### src/rtl/ps2_key_decoder.sv
`default_nettype none
// ============================================================================
// ps2_key_decoder: PS/2 Set-2 scan-code stream to synth note/gate, one-cycle
// adjust pulses and ADSR parameter selector.   Revision 1.0
// ============================================================================
module ps2_key_decoder #(
   parameter int TIMEOUT_CYCLES = 1000000,
   parameter int TO_W           = 20
) (
   input  logic       clk,
   input  logic       reset,
   input  logic [7:0] scancode,
   input  logic       scancode_valid,
   output logic [3:0] note,
   output logic       note_in,
   output logic       octave_plus_plus,
   output logic       octave_minus_minus,
   output logic       amp_plus_plus,
   output logic       amp_minus_minus,
   output logic [2:0] ADSR_selector,
   output logic       ADSR_plus_plus,
   output logic       ADSR_minus_minus
);
   localparam logic [7:0]      BRK_PREFIX   = 8'hF0;
   localparam logic [7:0]      EXT_PREFIX   = 8'hE0;
   localparam logic [TO_W-1:0] TIMEOUT_LAST = TO_W'(TIMEOUT_CYCLES - 1);

   typedef enum logic [1:0] {IDLE, BRK, EXT, EXT_BRK} state_t;

   state_t          state;
   logic [TO_W-1:0] to_cnt;
   logic [5:0]      held;
   logic [5:0]      pulse;

   logic       ev, ev_ext, ev_brk;
   logic       note_hit;
   logic [3:0] note_idx;
   logic [5:0] pulse_mask;
   logic       sel_hit;
   logic [2:0] sel_val;

   // A byte completes an event unless it is a prefix that extends the sequence.
   always_comb begin
      ev     = 1'b0;
      ev_ext = 1'b0;
      ev_brk = 1'b0;
      if (scancode_valid) begin
         case (state)
            IDLE:    ev = (scancode != BRK_PREFIX) && (scancode != EXT_PREFIX);
            BRK: begin
               ev     = (scancode != EXT_PREFIX);
               ev_brk = 1'b1;
            end
            EXT: begin
               ev     = (scancode != BRK_PREFIX) && (scancode != EXT_PREFIX);
               ev_ext = 1'b1;
            end
            default: begin
               ev     = 1'b1;
               ev_ext = 1'b1;
               ev_brk = 1'b1;
            end
         endcase
      end
   end

   always_comb begin
      note_hit = 1'b1;
      note_idx = 4'd0;
      case (scancode)
         8'h1C:   note_idx = 4'd0;
         8'h1D:   note_idx = 4'd1;
         8'h1B:   note_idx = 4'd2;
         8'h24:   note_idx = 4'd3;
         8'h23:   note_idx = 4'd4;
         8'h2B:   note_idx = 4'd5;
         8'h2C:   note_idx = 4'd6;
         8'h34:   note_idx = 4'd7;
         8'h35:   note_idx = 4'd8;
         8'h33:   note_idx = 4'd9;
         8'h3C:   note_idx = 4'd10;
         8'h3B:   note_idx = 4'd11;
         default: note_hit = 1'b0;
      endcase
   end

   // Mask bits: 0 oct-, 1 oct+, 2 amp-, 3 amp+, 4 ADSR+, 5 ADSR-.
   always_comb begin
      pulse_mask = 6'b0;
      case ({ev_ext, scancode})
         9'h01A:  pulse_mask = 6'b000001;
         9'h022:  pulse_mask = 6'b000010;
         9'h04E:  pulse_mask = 6'b000100;
         9'h055:  pulse_mask = 6'b001000;
         9'h175:  pulse_mask = 6'b010000;
         9'h172:  pulse_mask = 6'b100000;
         default: pulse_mask = 6'b0;
      endcase
   end

   always_comb begin
      sel_hit = 1'b1;
      sel_val = 3'd0;
      case (scancode)
         8'h16:   sel_val = 3'd0;
         8'h1E:   sel_val = 3'd1;
         8'h26:   sel_val = 3'd2;
         8'h25:   sel_val = 3'd3;
         8'h2E:   sel_val = 3'd4;
         default: sel_hit = 1'b0;
      endcase
   end

   always_ff @(posedge clk) begin
      if (!reset) begin
         state         <= IDLE;
         to_cnt        <= '0;
         held          <= '0;
         pulse         <= '0;
         note          <= 4'd0;
         note_in       <= 1'b0;
         ADSR_selector <= 3'd0;
      end else begin
         pulse <= '0;
         if (scancode_valid) begin
            to_cnt <= '0;
            case (state)
               IDLE: begin
                  if (scancode == BRK_PREFIX)      state <= BRK;
                  else if (scancode == EXT_PREFIX) state <= EXT;
               end
               BRK:  state <= (scancode == EXT_PREFIX) ? EXT_BRK : IDLE;
               EXT: begin
                  if (scancode == BRK_PREFIX)      state <= EXT_BRK;
                  else if (scancode != EXT_PREFIX) state <= IDLE;
               end
               default: state <= IDLE;
            endcase

            if (ev) begin
               if (note_hit && !ev_ext) begin
                  if (!ev_brk) begin
                     note    <= note_idx;
                     note_in <= 1'b1;
                  end else if (note_idx == note) begin
                     note_in <= 1'b0;
                  end
               end
               // Held flags suppress typematic repeats until the key is released.
               if (ev_brk) begin
                  held <= held & ~pulse_mask;
               end else begin
                  held  <= held | pulse_mask;
                  pulse <= pulse_mask & ~held;
               end
               if (sel_hit && !ev_ext && !ev_brk)
                  ADSR_selector <= sel_val;
            end
         end else if (state != IDLE) begin
            if (to_cnt == TIMEOUT_LAST) begin
               state  <= IDLE;
               to_cnt <= '0;
            end else begin
               to_cnt <= to_cnt + 1'b1;
            end
         end else begin
            to_cnt <= '0;
         end
      end
   end

   assign octave_minus_minus = pulse[0];
   assign octave_plus_plus   = pulse[1];
   assign amp_minus_minus    = pulse[2];
   assign amp_plus_plus      = pulse[3];
   assign ADSR_plus_plus     = pulse[4];
   assign ADSR_minus_minus   = pulse[5];

endmodule
`default_nettype wire

### config.mk
export PLATFORM = sky130hd
export DESIGN_NAME = ps2_key_decoder
export DESIGN_NICKNAME = d
export VERILOG_FILES = /design/src/rtl/ps2_key_decoder.sv
export SDC_FILE = /design/constraint.sdc
export NUM_CORES = 1
export LEC_CHECK = 0
export BUFFER_PORTS_ARGS = -buffer_cell sky130_fd_sc_hd__buf_2
export CORE_AREA = 4 4 78 72
export CTS_BUF_LIST = sky130_fd_sc_hd__clkbuf_16
export CTS_CLUSTER_SIZE = 8
export DETAILED_ROUTE_END_ITERATION = 12
export DIE_AREA = 0 0 82 76
export GPL_TIMING_DRIVEN = 1
export PLACE_DENSITY_LB_ADDON = 0.2
export RECOVER_POWER = 50
export SYNTH_ARGS = -nofsm -noshare
export SYNTH_HDL_FRONTEND = slang
export SYNTH_SLANG_ARGS = --single-unit
### constraint.sdc
create_clock -name clk -period 1.7 [get_ports clk]
set_clock_uncertainty 0.2 [all_clocks]
set_input_delay 0.17 -clock clk [delete_from_list [all_inputs] [get_ports clk]]
set_output_delay 0.17 -clock clk [all_outputs]
set_load 0.01 [all_outputs]
## Word-level counts from Yosys, hierarchy flattened

Cells that the tools add are included.

- Register bits after elaboration: 42
- Logic and storage cells: 96
- Input port bits: 11

- Add/sub/neg operators: 1
- Reduce and logical (&&, ||, !) cells: 21
- Bitwise logic cells: 10
- Equal/unequal tests: 34
- Muxes and demuxes: 23

Operators by type and width:

| kind | number |
|---|---|
| $eq A8 B6 Y1 const B | 12 |
| $pmux W4 S11 | 1 |
| $eq A8 B5 Y1 const B | 5 |
| $pmux W6 S6 | 1 |
| $add A20 B1 Y20 const B | 1 |
| $eq A20 B20 Y1 const B | 1 |
| $eq A9 B7 Y1 const B | 2 |
| $eq A9 B9 Y1 const B | 2 |
| $eq A8 B8 Y1 const B | 2 |
| $mux W2 | 8 |
| $ne A8 B8 Y1 const B | 2 |
| $and A6 B6 Y6 | 2 |
| $not A6 Y6 | 2 |
| $pmux W3 S4 | 1 |
| $reduce_and A4 Y1 | 3 |
| $reduce_or A12 Y1 | 1 |
| $eq A9 B5 Y1 const B | 1 |
| $eq A9 B6 Y1 const B | 1 |
| $mux W1 | 9 |
| $ne A4 B4 Y1 const B | 2 |
| $reduce_or A4 Y1 | 2 |
| $mux W6 | 1 |
| $or A6 B6 Y6 | 1 |
| $pmux W2 S3 | 1 |
| 14 further kinds | 25 |

## Longest topological paths before layout

- Word-level depth: 9
- Gate-level depth with buffers: 7
- Depth with buffers taken out: 5

## Worst setup path after synthesis

OpenSTA, ideal clock, no wires.

- Kind: flip-flop to flip-flop
- Start: reg to_cnt[2]
- End: reg to_cnt[10]
- Cell stages (with the launch flop): 7
- Arrival time: 1.429 ns
- Buffers on the path: 1
- Setup slack: -0.046 ns
- Library setup time: 0.117 ns
- Path through: dfxtp_1 and4_1 nand2_1 o31a_2 o211ai_1 buf_2 nor2_1

- Cells in the longest elaborated chain, start to end: 2

RTL lines:

| item | RTL line | text |
|---|---|---|
| start, declared | 31 | `logic [TO_W-1:0] to_cnt;` |
| start signal, assigned | 164 | `to_cnt <= to_cnt + 1'b1;` |
| branches (longest 2 deep; another with $add A20 B1 Y20) | -- |  |

Several ways; the timed one is not identified.
A chain may end at the register's enable or synchronous reset.

## Worst setup path in the final report

- Start: reg to_cnt[12]
- End: reg to_cnt[5]

- Cells in the longest elaborated chain, start to end: 2

RTL lines:

| item | RTL line | text |
|---|---|---|
| $eq A20 B20 Y1 | 160 | `if (to_cnt == TIMEOUT_LAST) begin` |
| $reduce_or A4 Y1 (no source line) | -- |  |

Every way passes these cells.

==> reports/metrics.cfg <==
[route]
dr.pass1.iters = 4
viasPerCell = 5.27
vias = 2154
drtIter0Drc = 84
wl_mm = 5.55
routedWlPerCell_um = 13.6
drtAntennaViolNets = 0
drc = 0

[global_route]
use_met1 = 0.263
overflow = 0
grt_pass1_vias = 1981
antenna_found_initial = 0
grt_max_degree = 21
grt_use_met2 = 0.271
track_usage = 0.185
gr-usage-met3 = 0.0615
grt_busiest_layer = met2
grt_pass1_wl_mm = 9.23

[final_layout]
multiInputGateArea_um2 = 1410
nets = 355
seq_area_um2 = 846
area_delta_synth_final_pct = 39.6
fillCellCount = 418
fin_area_um2 = 3140
drive_gt1_frac = 0.314
insertedDiodeCount = 0

[worst_setup_path]
rr_startpoint = to_cnt[12]
r2r-end = to_cnt[5]
end_kind = register
reg2regPathDepth = 7
rrSetupSlack_ns = -0.22
critPathMaxFanout = 5
cp-start-kind = register
critPathArrivalTime_ns = 1.90
critPathKind = reg -> reg
crit_required_ns = 1.68

[placed_design]
dpl.hpwl_mm = 4.00
port_buffers = 24
gp_congestion = 0.817
post_dp_cell_area_um2 = 2860
place_ws_ns = -0.205

[clock_tree]
cts-buffers-inserted = 5
cts-root-buf = clkbuf_16
numClockSinks = 42
path_clk_slew_ns = 0.06
insertion_delay_ns = 0.28
cts_tree = built
h-tree-depth = 2
clockBufferDepth = 2

[pwr]
p_int_w = 0.00177
pwr-share-comb = 0.088
pwr-share-clk = 0.475
p_per_area_nw_per_um2 = 718
seqPwrFrac = 0.438
leakage_nw = 1.24
switching_share = 0.216
ir_drop_uv = 690
p_switching_w = 0.000486

[floorplan]
coreArea_um2 = 4800
fp.dieW_um = 82
start_util = 0.468
core.rowCount = 24
die_h_um = 76
die-area_um2 = 6230
io_pins = 25

[timing]
finalHoldViolCount = 0
rsz0062_at_grt = true
finalWorstSetupSlack_ns = -0.220
fmax_mhz = 521
relSlewSlack = 0.661
tightest_slew_ns = 0.509
post-route-period-util = 1.13
period_minus_slack_ns = 1.92
setup-violations-final = 21
maxSlewViolCount = 0

[synthesis]
yosysUniqueCellTypes = 57
netlist.area_leader.share = 0.374
synth_top_cells_by_area = dfxtp_1, nor2_1, mux2i_1, xnor2_1, xor2_1
synthFlopType = dfxtp_1
netlist_area_um2 = 2250
seq_area_frac_synth = 0.374
synth_seq_cells = 42
async_flop_share = 0
syn_nets = 273
syn_inst = 261
synth_edf_count = 0
avgSynthCellArea_um2 = 8.61
yosysTopAreaCell = dfxtp_1
synth_warnings = 0

[status]
status = finished with violations
failed_checks = negative setup slack

[run]
maxCapViolCount = 0

[hold_path]
whs_path_depth = 4
hold_class = in -> reg
holdPathEnd = pulse[1]
min_from = scancode_valid

[cell families after synthesis]
logic type | after synthesis | share of synthesized area
AND/OR/NAND/NOR | 129 | 0.331
flip-flops | 42 | 0.374
AO/OA/AOI/OAI | 37 | 0.115
XOR/XNOR | 22 | 0.0857
buffers and inverters | 19 | 0.0401
multiplexers | 11 | 0.0490
adder cells (fa/ha/maj) | 1 | 0.00556
[metal layers]
layer	part of all wire	vias up	wire length (µm)
met3	0.041	9	227
met5	0	-	0
met1	0.50	998	2750
met4	0.010	0	56
li1	-	1105	-
met2	0.45	42	2520
[repair_timing]
| action | in CTS | in global routing |
|---|---|---|
| resized for setup | 4 | 18 |
| setup endpoints to repair | 26 | 37 |
| hold buffers | 1 | 0 |
| setup buffers | 0 | 1 |
| cloned | 0 | 2 |
| pin swaps | 1 | 7 |
| endpoints found under the hold margin | 1 | 0 |
[cells in the mapped netlist (3+ instances only)]
master and n:
dfxtp_1 42, nor2_1 40, nand3_1 15, nor3_1 12, mux2i_1 11, nand4_1 11, xnor2_1 11, xor2_1 11
a21oi_1 9, inv_1 7, nand2_1 7, buf_2 6, nand2b_1 6, o21ai_0 6, a31oi_1 4, and3_1 4
nor2b_1 4, nor3b_1 4, buf_4 3, nor4b_1 3
[layout by cell type, fill, tap and decap left out, types with 2 or more instances in the layout]
cell type	count
buf_4	59
dfxtp_1	38
nor2_1	37
nand3_1	14
clkbuf_1	14
nor3_1	12
nand4_1	11
xnor2_1	11
xor2_1	11
mux2i_1	11
buf_2	10
inv_1	8
a21oi_1	8
nand2_1	7
clkbuf_16	6
nand2b_1	5
o21ai_0	5
nor2b_1	4
and3_1	4
nor3b_1	4
a31oi_1	4
dfxtp_2	4
nor4b_4	2
and2_1	2
a22o_1	2
or3_1	2
and3b_1	2
o21ai_1	2
nor4_1	2
nor2_4	2
[worst max-delay path by stage]
| stage | from | to | slack, ns | cells after the start |
|---|---|---|---|---|
| global route | to_cnt[12] | to_cnt[14] | -0.32 | 7 |
| floorplan | state[0] | register | 0.002 | 6 |
| CTS | to_cnt[15] | to_cnt[15] | -0.12 | 6 |
| finish | to_cnt[12] | to_cnt[5] | -0.22 | 7 |
| detailed placement | scancode[1] | note[1] | -0.21 | 6 |
| global placement | scancode[1] | note[0] | -0.21 | 6 |
[power groups by stage]
stage               registers, W  clock network (W)  logic (W)
floorplan                0.00101                  0  0.0000957
global placement         0.00101                  0   0.000186
detailed placement       0.00101                  0   0.000188
CTS                     0.000986            0.00108   0.000192
global route            0.000985            0.00114   0.000216
finish                  0.000986            0.00107   0.000197
[critical path, cell delays in order (launching register included)]
cell and delay [ns]:
dfxtp_2 0.33, nor4b_4 0.27, nand3_1 0.13, o31a_2 0.38
o211ai_1 0.12, buf_4 0.19, buf_6 0.15, nor2_1 0.05
[metrics by stage]
stage                     power, W  std cells  setup TNS [ns]  utilization  hold WS, ns
final                      0.00225        409           -4.20        0.653        0.119
after detailed placement   0.00120        397           -3.63        0.595        0.208
after global placement     0.00119        397           -2.71        0.595        0.209
after CTS                  0.00226        406           -2.24        0.635       0.0833
after global routing       0.00234        409           -6.56        0.653        0.180
after floorplan            0.00110        261               0            -        0.112
[area by class of cell]
cell class                 instances  share of cell area
multi-input combinational        200               0.450
sequential                        42               0.270
timing repair buffer              87               0.193
clock buffer                       5              0.0399
tap                               65              0.0259
clock inverter                     3              0.0132
inverter                           7             0.00837
No activity file was read; power rests on OpenSTA's default activity.
